[src/rtl/aes_128_key_sched_ctrl.sv]
// AES-128 key schedule load controller: accepts a cipher key, drives the expansion
// engine, streams 22 64-bit round-key words to the shadow bank and switches banks.
module aes_128_key_sched_ctrl #(
  parameter int KEY_SET = 22,
  parameter int TIMEOUT = 64,
  parameter int SETTLE  = 2
) (
  input  logic         clk,
  input  logic         kill_n,
  input  logic         key_load,
  input  logic [127:0] key_in,
  output logic         key_load_ack,
  output logic         exp_start,
  output logic [127:0] exp_key,
  input  logic         exp_rk_valid,
  input  logic [127:0] exp_rk,
  output logic         exp_rk_ready,
  output logic         en_wr,
  output logic [63:0]  key_round_wr,
  input  logic         blk_idle,
  output logic         switch_key,
  output logic         active_bank,
  output logic         busy,
  output logic         key_err
);

  localparam int TW = $clog2(TIMEOUT + 1);
  localparam int SW = (SETTLE > 1) ? $clog2(SETTLE) : 1;
  localparam logic [4:0]    LAST_WORD   = 5'(KEY_SET - 1);
  localparam logic [TW-1:0] TMO         = TW'(TIMEOUT);
  localparam logic [SW-1:0] SETTLE_LAST = SW'(SETTLE - 1);

  typedef enum logic [2:0] {
    S_IDLE,
    S_START,
    S_EXPAND,
    S_WAIT_SW,
    S_SETTLE
  } state_t;

  state_t        r_state;
  state_t        w_next;
  logic [1:0]    r_phase;
  logic [127:0]  r_rk;
  logic [127:0]  r_key;
  logic [4:0]    r_wcnt;
  logic [TW-1:0] r_timer;
  logic [SW-1:0] r_settle;
  logic          r_bank;
  logic          w_accept;

  always_ff @(posedge clk or negedge kill_n) begin
    if (!kill_n) r_state <= S_IDLE;
    else         r_state <= w_next;
  end

  // r_phase: 0 = no half-write pending, 1 = upper half due, 2 = lower half due
  always_comb begin
    w_next       = r_state;
    key_load_ack = 1'b0;
    exp_start    = 1'b0;
    exp_rk_ready = 1'b0;
    en_wr        = 1'b0;
    key_err      = 1'b0;
    switch_key   = 1'b0;
    busy         = 1'b1;
    w_accept     = 1'b0;
    key_round_wr = 64'd0;
    case (r_state)
      S_IDLE: begin
        key_load_ack = 1'b1;
        busy         = 1'b0;
        if (key_load) w_next = S_START;
      end
      S_START: begin
        exp_start = 1'b1;
        w_next    = S_EXPAND;
      end
      S_EXPAND: begin
        en_wr        = (r_phase != 2'd0);
        exp_rk_ready = (r_phase == 2'd0);
        w_accept     = exp_rk_valid && exp_rk_ready;
        if (r_phase == 2'd1)      key_round_wr = r_rk[127:64];
        else if (r_phase == 2'd2) key_round_wr = r_rk[63:0];
        if (en_wr && (r_wcnt == LAST_WORD)) begin
          w_next = S_WAIT_SW;
        end else if (!w_accept && (r_phase == 2'd0) && (r_timer >= TMO)) begin
          key_err = 1'b1;
          w_next  = S_IDLE;
        end
      end
      S_WAIT_SW: begin
        if (blk_idle) begin
          switch_key = 1'b1;
          w_next     = S_SETTLE;
        end
      end
      S_SETTLE: begin
        if (r_settle == SETTLE_LAST) w_next = S_IDLE;
      end
      default: w_next = S_IDLE;
    endcase
  end

  // Timer holds the number of cycles since exp_start or the last accepted beat
  always_ff @(posedge clk or negedge kill_n) begin
    if (!kill_n) begin
      r_phase  <= 2'd0;
      r_rk     <= '0;
      r_key    <= '0;
      r_wcnt   <= 5'd0;
      r_timer  <= '0;
      r_settle <= '0;
      r_bank   <= 1'b0;
    end else begin
      if (switch_key) r_bank <= ~r_bank;
      if (key_load && key_load_ack) r_key <= key_in;
      case (r_state)
        S_START: begin
          r_phase <= 2'd0;
          r_wcnt  <= 5'd0;
          r_timer <= TW'(1);
        end
        S_EXPAND: begin
          if (w_accept) begin
            r_rk    <= exp_rk;
            r_phase <= 2'd1;
            r_timer <= TW'(1);
          end else begin
            if (r_phase == 2'd1)      r_phase <= 2'd2;
            else if (r_phase == 2'd2) r_phase <= 2'd0;
            if (r_timer != TMO) r_timer <= r_timer + 1'b1;
          end
          if (en_wr && (r_wcnt != LAST_WORD)) r_wcnt <= r_wcnt + 5'd1;
        end
        S_WAIT_SW: r_settle <= '0;
        S_SETTLE:  r_settle <= r_settle + 1'b1;
        default: ;
      endcase
    end
  end

  assign exp_key     = r_key;
  assign active_bank = r_bank;

endmodule
[config.mk]
export PLATFORM = sky130hd
export DESIGN_NAME = aes_128_key_sched_ctrl
export DESIGN_NICKNAME = d
export VERILOG_FILES = /design/src/rtl/aes_128_key_sched_ctrl.sv
export SDC_FILE = /design/constraint.sdc
export NUM_CORES = 1
export LEC_CHECK = 0
export CORE_AREA = 2 2 178 180
export DETAILED_ROUTE_END_ITERATION = 16
export DIE_AREA = 0 0 180 182
export GPL_TIMING_DRIVEN = 0
export PLACE_DENSITY = 0.7
export SLEW_MARGIN = 20
export SYNTH_ARGS = -nofsm -noshare
export SYNTH_HDL_FRONTEND = slang
export SYNTH_SLANG_ARGS = --single-unit
export TNS_END_PERCENT = 30
[constraint.sdc]
create_clock -name clk -period 3.54 [get_ports clk]
set_clock_uncertainty 0.2 [all_clocks]
set_input_delay 1.062 -clock clk [delete_from_list [all_inputs] [get_ports clk]]
set_output_delay 1.062 -clock clk [all_outputs]
set_load 0.005 [all_outputs]
==> impl_results.md <==
* Ys flop type: dfrtp_1
* Tmin final at 3580 ps
* Total GRT Usage at 20.9%
* Hold Vio Cnt, Final at 0
* Largest family of logic cells by synthesized area: multiplexers
* Non-Filler Instances at 1697
* Clk pwr share at 21.7%
* Die area at 32800 um2
* Switching Fraction at 28.7%
* Clk pin slew, worst setup/hold paths at 60 ps
* Post-DRT Antenna Nets at 0
* RSZ-0062 raised after global routing: yes
* Comb power frac at 40.1%
* Crit-path cells: or3b_4 > nor3_4 > buf_12 > buf_6 > buf_8 > buf_6 > a22o_1 > buf_2
* Root Buffer Master: clkbuf_16
* Ys async rst share at 100%
* Worst setup startpoint: r_state[0]
* Synth area leaders: dfrtp_1 (61%), mux2_2 (25%), a22o_1 (5.0%)
* Cell mode on critical path: buf_6
* Initial antenna violation count at 1
* Arr. time, crit path at 2320 ps
* Cell Pwr Density at 822 nW/um2
* Register area share after synthesis at 60.8%
* XOR/XNOR Fraction of Synth Area at 0.232%
* GP Congestion at 0.839
* P_sw at 4170 uW
* Yosys top cell by area: dfrtp_1
* Maximum vdd drop at 0.591 mV
* P_int at 10300 uW
* EDFF count, synth at 0
* CP max stage delay at 420 ps
* Post-Syn Area per Cell at 15.0 um2
* Synth Warn # at 0
* DRT Pass-1 Iters at 4
* Final Max Tran Viols at 0
* Top-area cell type share of the netlist area at 60.8%
* Post-synthesis mux area share at 25.7%
* Simple logic cell fraction of the synthesized area at 2.83%
* Synth-to-Final Area Change at 55.8%
* Compound-gate portion of the synthesized area at 6.93%
* Failing checks: negative setup slack
* Post-synthesis adder-cell area fraction at 0.442%
* CTS Sinks at 275
* Critical-path maximum fanout at 7
* Die H at 182 um
* Achievable Freq at 279 MHz
* Crit path buffers/inverters at 5
* Largest net degree at the start of global routing at 95
* GRT overflow at 0
* Hold WC Path Type: in2async
* Leak at 0.00758 uW
* Measured slew at the worst slew-check pin at 703 ps
* Final Setup Violations at 11
* Fin nets at 1535
* Syn_nets at 1021
* DRT Wirelength at 35.1 mm
* Critical Path RT at 2280 ps
* WL/cell at 20.7 um
* Clk Latency, worst-skew pair at 560 ps
* Hpwl dp at 26.1 mm
* Number of global-route vias before repair at 8686
* Mapped Cells at 756
* Sequential Power Share at 38.2%
* Ports at 461
* Part of the cycle the worst path needs at 101%
* DRT iter0 DRCs at 355
* Max Cap Viol at 0
* Seq cells post-synth at 275
* DRC viols at 0
* Vias at 8263
* Reg2reg start: r_state[1]
* Slew margin rel. at 52.7%
* Hold Buf Count CTS at 0
* Number of port buffers at 460
* Layout cells sized above 1 at 34.0%
* Yosys cell types at 44
* Vias/cell at 4.87
* R2r worst-path depth at 8
* Final TNS setup at -259 ps
* First-pass GRT wire length at 53.4 mm
* Worst setup SP type: flip-flop
* Critical path depth at 8
* TritonCTS Buffers at 31
* Post-synthesis cell area at 11300 um2
* Post-Place Cells at 1621
* Critical Path End Type: output port
* Status: complete, but fails checks
* Cell family with most CP delay: buffers and inverters
* Final WS setup at -39.2 ps
* Critical path class: reg2out
* CTS tree: built
* H-tree depth at 1
* Die width at 180 um
* Core area at 31000 um2
* Crit path max-delay cell type: or3b_4
* Clock buffer depth at 3
* # rows at 65
* Starting density of the core at 36.5%
[power groups by stage]
stage | clock, uW | combinational, uW | sequential (uW)
after floorplan | 0 | 2770 | 5480
after global placement | 0 | 5680 | 5510
after detailed placement | 0 | 5780 | 5580
after CTS | 3250 | 5920 | 5520
after global routing | 3380 | 6210 | 5710
final | 3150 | 5810 | 5540
[stage by stage]
step	util (%)	instance area, um2	setup slack [ps]	total power (uW)	hold slack [ps]
global placement	53.0	16400	-11050	11200	265
CTS	57.2	17700	-193	14700	129
detailed placement	53.3	16500	-327	11400	270
finish	56.9	17600	-39.2	14500	154
global route	56.9	17600	-137	15300	145
floorplan	-	11300	721	8250	268
[cells by family (layout without fill, tap and decap cells)]
kind of cell | count (synthesis) | after routing
DFF | 275 | 275
muxes | 259 | 259
AOI/OAI and AO/OA | 98 | 98
buffers and inverters | 59 | 597
and+or+nand+nor | 58 | 58
adders and majority gates | 4 | 4
xor gates and xnor gates | 3 | 3
other | 0 | 1
[cells in the mapped netlist (5+ instances only)]
cell and n:
nor3_1 6, nor2_1 11, o21ai_0 7, buf_2 29, nand3_1 6, inv_1 11, mux2_2 256, a21oi_1 9
nand2_1 14, clkbuf_1 5, a22o_1 64, buf_6 10, dfrtp_1 275
[final cells by class]
cell class	count	area, um2
well taps	402	503
flip-flops and latches	275	6880
repair buffers	483	4660
clock inverters	5	56.3
multi-input cells	422	4110
clock buffers	52	955
inverters	11	41.3
diodes	1	2.50
fillers	2540	13300
plain buffers	46	433
[routing by layer]
layer  routed length, um  vias to the layer above  track usage, %  part of all wire, %
li1                    -                     3781               -                    -
met4                 960                        0            5.66                  2.7
met5                   0                        -               0                    0
met1               14300                     4188            26.5                   41
met2               18200                      243            37.2                   52
met3                1540                       51            3.19                  4.4
[final timing paths]
check	endpoint	slack (ps)
max in group asynchronous	exp_key[47]	1910
min in group clk	active_bank	280
worst min-delay path	r_rk[86]	150
worst min register to register	active_bank	280
worst max-delay path	key_round_wr[0]	-40
worst max register to register	r_rk[75]	1090
[repair_timing]
action / in CTS / in global routing
endpoints found under the setup margin: 66 / 67
buffers inserted: 16 / 3
pin swaps: 14 / 16
gates cloned: 6 / 0
gates resized for setup: 302 / 11
[state kept, by name (all words and copies together) (netlist names)]
name and cells:
exp_key 128, r_phase 2, r_timer 7, r_state 3, r_rk 128, active_bank 1
r_wcnt 5, r_settle 1
[cell usage in the layout, fill, tap and decap left out, types with 10 or more instances in the layout]
master and n:
nor2_1 11, dfrtp_1 274, buf_4 15, clkbuf_16 31, buf_8 11, inv_1 11
clkbuf_8 10, clkbuf_1 16, mux2_2 256, a22o_1 64, buf_6 18, nand2_1 14
buf_2 68, clkdlybuf4s50_1 392
Power figures use the tool's default switching activity.
==> edit 1, RTL diff (same settings) <==
Change the parameter `SETTLE` from 2 to 4.
--- a/src/rtl/aes_128_key_sched_ctrl.sv
+++ b/src/rtl/aes_128_key_sched_ctrl.sv
@@ -3,7 +3,7 @@
 module aes_128_key_sched_ctrl #(
   parameter int KEY_SET = 22,
   parameter int TIMEOUT = 64,
-  parameter int SETTLE  = 2
+  parameter int SETTLE  = 4
 ) (
   input  logic         clk,
   input  logic         kill_n,
Formal check against the unedited RTL: same outputs for any inputs over 4 cycles, from zero or initial values; that may be too few to reach the edited logic, so the function may still have changed.
==> edit 1 against the original RTL <==
- the run still ends with setup timing left
- count of clock-buffer cells in the layout down 5
- total power down 1.5%
- final cell count up 17%
- worst setup slack worse by 0.15 ns
- synthesized area up 2.8%
- sequential cell count up 1
- sequential share of layout area down 0.39 points
- cell area up 1.4%
- global-route usage up 1.2 points
- wire length up 5.6%
- die area unchanged
==> edit 1: results (changes against the original RTL) <==
.. list-table::
   :header-rows: 1

   * - Metric
     - Value
   * - Run status
     - complete, but fails checks
   * - Failing checks
     - setup timing
   * - Number of DRC violations after detailed-routing iteration 0
     - 390 (+9.9%)
   * - Number of setup violations in the final report
     - 62 (+51)
   * - Async SR Flop Fraction
     - 100% (unchanged)
   * - Worst EP arrival
     - 2.47 ns (+0.15 ns)
   * - Amount of wire on met3 after detailed routing
     - 2810 µm (+83%)
   * - Min-delay worst type
     - in -> async
   * - CTS tree
     - built
   * - Via count of the routed design
     - 9588 (+16%)
   * - Static power due to leakage
     - 0.00839 µW (+11%)
   * - Uppermost signal routing layer after detailed routing
     - met4
   * - Number of buffers inserted by port buffering
     - 460 (unchanged)
   * - Count of antenna-violating nets left after detailed routing
     - 0 (unchanged)
   * - Met1 wire length
     - 14300 µm (-0.54%)
   * - Number of nets in the finished design
     - 1818 (+18%)
   * - Number of different library cells in the post-synthesis netlist
     - 50 (+14%)
   * - Total negative slack for setup checks
     - -6.82 ns (-6.56 ns)
   * - Worst-skew pair later-pin latency
     - 0.55 ns
   * - Wire length on met2
     - 18900 µm (+3.8%)
   * - H-tree levels
     - 1 (unchanged)
   * - Clock input transition at the sequential cells of the worst setup and hold paths
     - 0.06 ns (about the same)
   * - Total number of yosys warnings
     - 0 (unchanged)
   * - Cell types with the highest counts after synthesis
     - 396 x sky130_fd_sc_hd__nand2_1, 276 x sky130_fd_sc_hd__dfrtp_1, 129 x sky130_fd_sc_hd__mux2_2, 66 x sky130_fd_sc_hd__a22o_1, 36 x sky130_fd_sc_hd__buf_6
   * - Via count of the first global-routing pass
     - 9903 (+14%)
   * - Fillcell total
     - 2688 (+5.8%)
   * - Top cells by area in the synthesized netlist
     - sky130_fd_sc_hd__dfrtp_1 59%, sky130_fd_sc_hd__nand2_1 13%, sky130_fd_sc_hd__mux2_2 12%
   * - Post-DP HPWL
     - 27800 µm (+6.7%)
   * - Max clock buf depth
     - 3 (unchanged)
   * - Net count of the mapped netlist
     - 1295 (+27%)
   * - Normalized max-slew margin
     - 64.7% (+12 points)
   * - Antenna violations before repair
     - 4 (+3)
   * - Maximum ir drop on the vdd rail
     - 0.413 mV (-30%)
   * - Reg2reg setup slack
     - 1.17 ns (+0.08 ns)
   * - Seq/Total Area, Yosys
     - 59.3% (-1.4 points)
   * - Final worst-path setup slack
     - -0.190 ns (-0.151 ns)
   * - Area share of the leading cell type in the synthesized netlist
     - 59.3% (-1.4 points)
   * - Wire length of the first global-routing pass
     - 57000 µm (+6.8%)
   * - Proportion of layout cells with a drive suffix above 1
     - 21.6% (-12 points)
   * - Top fanout value on the critical path
     - 8 (+1)
   * - Post-detailed-routing wire length
     - 37000 µm (+5.6%)
   * - Global placer's final weighted congestion
     - 0.837 (-0.32%)
   * - Overall routing resource usage
     - 22.1% (+1.2 points)
   * - Detailed-router iteration count before antenna repair
     - 4 (unchanged)
   * - TritonCTS buffer count
     - 30 (-3.2%)
   * - Clock root buffer master
     - sky130_fd_sc_hd__clkbuf_16
   * - Pin count of the biggest net entering global routing
     - 92 (-3.2%)
## edit 1: cell types whose count changed after synthesis, sizes merged, moves of 3 or more
cell	change
buf	+12
and2	+3
o41ai	+3
mux2	-127
o31ai	-3
nand2	+382
## edit 1: cell type report
class	count	share of cell area, %
inverters	9	0.189
diodes	4	0.0560
well taps	402	2.81
clock inverters	6	0.210
multi-input cells	683	23.5
flip-flops and latches	276	38.6
plain buffers	59	3.18
clock buffers	47	5.07
repair buffers	493	26.4
## edit 1: worst max-delay path, stage by stage, from the launching register on
cell	delay, ns
sky130_fd_sc_hd__dfrtp_1	0.41
sky130_fd_sc_hd__buf_6	0.13
sky130_fd_sc_hd__or4b_4	0.57
sky130_fd_sc_hd__nor2_4	0.14
sky130_fd_sc_hd__buf_12	0.16
sky130_fd_sc_hd__buf_8	0.13
sky130_fd_sc_hd__buf_6	0.10
sky130_fd_sc_hd__a22o_1	0.14
sky130_fd_sc_hd__buf_2	0.13
## edit 1: worst paths after layout
path                             from                to  depth (start not counted)
setup / recovery           r_state[0]  key_round_wr[39]                          8
hold / removal                 kill_n         r_rk[112]                          1
setup reg to reg           r_state[0]       exp_key[24]                          7
hold reg to reg              r_rk[75]          r_rk[75]                          2
max in group asynchronous      kill_n      exp_key[124]                          3
min in group clk             r_rk[75]          r_rk[75]                          2
## edit 1: report_power, final
part / internal (µW) / switching (µW) / leakage (µW)
Combinational: 3390 / 2360 / 0.00454
Clock: 1740 / 1270 / 0.000467
Sequential: 4670 / 855 / 0.00338
Total: 9790 / 4480 / 0.00839
## edit 1: cells by family (layout without fill, tap and decap cells)
| kind of cell | Yosys count | count (layout) | share of synthesized area, % |
|---|---|---|---|
| buffers and inverters | 70 | 614 | 4.88 |
| xor gates and xnor gates | 4 | 4 | 0.301 |
| muxes | 132 | 132 | 12.7 |
| other | 0 | 4 | 0 |
| adders and majority gates | 5 | 5 | 0.538 |
| and+or+nand+nor | 445 | 445 | 15.5 |
| DFF | 276 | 276 | 59.3 |
| AOI/OAI and AO/OA | 97 | 97 | 6.74 |
## edit 1: routing by layer
metal,GRT usage [%],up-vias
li1,-,4488
met1,25.9,4686
met2,39.1,353
met3,6.10,61
met4,7.48,0
met5,0,-
## edit 1: through the flow
step	total power (µW)	cell area, µm²	hold WS [ns]	setup slack, ns	std cells
after CTS	14400	17800	0.197	-0.276	1969
after global placement	11000	16700	0.258	-10.90	1891
after floorplan	8160	11600	0.246	0.663	1029
final	14300	17900	0.203	-0.190	1979
after global routing	15200	17900	0.215	-0.290	1979
after detailed placement	11200	16800	0.263	-0.302	1894
## edit 1: what timing repair did
| item | in CTS | in global routing |
|---|---|---|
| pin swaps | 43 | 19 |
| gates cloned | 1 | 0 |
| setup endpoints to repair | 69 | 67 |
| resized for setup | 286 | 18 |
| buffers inserted | 23 | 8 |
==> edit 2, RTL diff (same flow settings) <==
Without the edit above. The 5 states of `state_t` get a Gray code encoding in 3 bits.
--- a/src/rtl/aes_128_key_sched_ctrl.sv
+++ b/src/rtl/aes_128_key_sched_ctrl.sv
@@ -31,11 +31,11 @@
   localparam logic [SW-1:0] SETTLE_LAST = SW'(SETTLE - 1);
 
   typedef enum logic [2:0] {
-    S_IDLE,
-    S_START,
-    S_EXPAND,
-    S_WAIT_SW,
-    S_SETTLE
+    S_IDLE    = 3'b000,
+    S_START   = 3'b001,
+    S_EXPAND  = 3'b011,
+    S_WAIT_SW = 3'b010,
+    S_SETTLE  = 3'b110
   } state_t;
 
   state_t        r_state;
Behaviour: no difference found for any inputs over 4 cycles, from zero or initial values; so few cycles prove little.
==> edit 2 against the original RTL <==
- utilization increased by 0.71 points
- largest cell class unchanged
- critical path type unchanged
- synthesized area increased by 0.52%
- wire length increased by 0.31%
- cell area increased by 1.2%
- count of clock-buffer cells in the layout decreased by 5
- total power decreased by 1.0%
- sequential cell count unchanged
- worst setup slack improved by 0.15 ns
- critical path depth decreased by 1
- sequential power about the same
- non-clock buffer count decreased by 9
==> edit 2: results (changes against the original RTL) <==
.. list-table::
   :header-rows: 1

   * - Metric
     - Value
   * - Slowest cell on the critical path
     - sky130_fd_sc_hd__dfrtp_2
   * - Cell types with the highest counts after synthesis
     - 275 x sky130_fd_sc_hd__dfrtp_1, 256 x sky130_fd_sc_hd__mux2_2, 64 x sky130_fd_sc_hd__a22o_1, 25 x sky130_fd_sc_hd__buf_6, 17 x sky130_fd_sc_hd__buf_2
   * - Maximum ir drop on the vdd rail
     - 0.428 mV (-28%)
   * - Complex-gate fraction of the synthesized area
     - 6.31% (-0.62 points)
   * - Post-DP HPWL
     - 26400 µm (+1.1%)
   * - Top cells by area in the synthesized netlist
     - sky130_fd_sc_hd__dfrtp_1 60%, sky130_fd_sc_hd__mux2_2 25%, sky130_fd_sc_hd__a22o_1 4.9%
   * - Max clock buf depth
     - 3 (unchanged)
   * - Mux share of post-synthesis cell area
     - 25.5% (-0.22 points)
   * - Most used flip-flop cell after synthesis
     - sky130_fd_sc_hd__dfrtp_1
   * - Static power due to leakage
     - 0.00778 µW (+2.7%)
   * - Overall routing resource usage
     - 20.9% (+0.057 points)
   * - Net count of the mapped netlist
     - 1010 (-1.1%)
   * - Number of cell instances on the worst register-to-register path
     - 6 (-2)
   * - Wire length of the first global-routing pass
     - 52800 µm (-1.0%)
   * - Clock input transition at the sequential cells of the worst setup and hold paths
     - 0.06 ns (about the same)
   * - Via count of the first global-routing pass
     - 8605 (-0.93%)
   * - Pin count of the biggest net entering global routing
     - 93 (-2.1%)
   * - Proportion of layout cells with a drive suffix above 1
     - 30.1% (-3.9 points)
   * - Global placer's final weighted congestion
     - 0.869 (+3.5%)
   * - Actual transition at the worst max-transition pin
     - 0.516 ns (-0.186 ns)
   * - Detailed-router iteration count before antenna repair
     - 6 (+2)
   * - Antenna violations before repair
     - 4 (+3)
   * - Fraction of the mapped netlist area in adder cells
     - 0.440% (-0.0023 points)
   * - Top fanout value on the critical path
     - 10 (+3)
   * - Avg Vias per Cell
     - 4.88 (+0.12%)
   * - Run status
     - finished clean
   * - Number of nets in the finished design
     - 1515 (-1.3%)
   * - Number of DRC violations after detailed-routing iteration 0
     - 280 (-21%)
-- edit 2: area by class of cell --
type / instances / area [µm²]
inverter: 6 / 22.5
tap: 402 / 503
timing repair buffer: 473 / 4780
buffer: 47 / 547
multi-input combinational: 416 / 4090
sequential: 275 / 6880
fill: 2547 / 13100
clock inverter: 10 / 78.8
clock buffer: 47 / 946
antenna: 4 / 10.0
-- edit 2: metrics by stage --
stage	worst slack (ns)	TNS [ns]	cell area, µm²	instances	total power [µW]
2_1_floorplan	0.893	0	11400	745	8150
3_3_place_gp	-11.18	-3064.01	16500	1607	11000
3_5_place_dp	-0.0603	-0.311	16600	1610	11200
4_1_cts	-0.00545	-0.00545	17800	1675	14500
5_1_grt	-0.00219	-0.00219	17900	1679	15200
6_report	0.109	0	17900	1680	14400
-- edit 2: where the power goes --
part / leakage [µW] / internal (µW) / switching [µW]
Combinational: 0.00397 / 3660 / 1960
Sequential: 0.00330 / 4720 / 822
Clock: 0.000517 / 1900 / 1280
-- edit 2: final timing paths --
| path | from | endpoint | slack (ns) |
|---|---|---|---|
| worst max-delay path | r_state[2] | key_round_wr[33] | 0.11 |
| worst min-delay path | kill_n | r_rk[20] | 0.09 |
| worst max register to register | r_state[2] | exp_key[28] | 1.38 |
| worst min register to register | active_bank | active_bank | 0.28 |
| max in group asynchronous | kill_n | exp_key[47] | 1.91 |
| min in group clk | active_bank | active_bank | 0.28 |
-- edit 2: cell families after synthesis --
kind of cell / after synthesis
flip-flops: 275
multiplexers: 258
AO/OA/AOI/OAI: 90
AND/OR/NAND/NOR: 59
adder cells (fa/ha/maj): 4
XOR/XNOR: 5
buffers and inverters: 54
-- edit 2: routing by layer --
layer,share of wire [%],global-route usage (%)
met1,41,26.0
met2,50,35.7
met3,6.3,5.09
met4,2.7,7.25
met5,0.037,0
-- edit 2: repair_timing --
action,in CTS,in global routing
buffers inserted,7,1
endpoints found under the hold margin,0,0
gates resized for setup,122,14
setup endpoints to repair,66,42
pin swaps,2,1
gates cloned,2,0
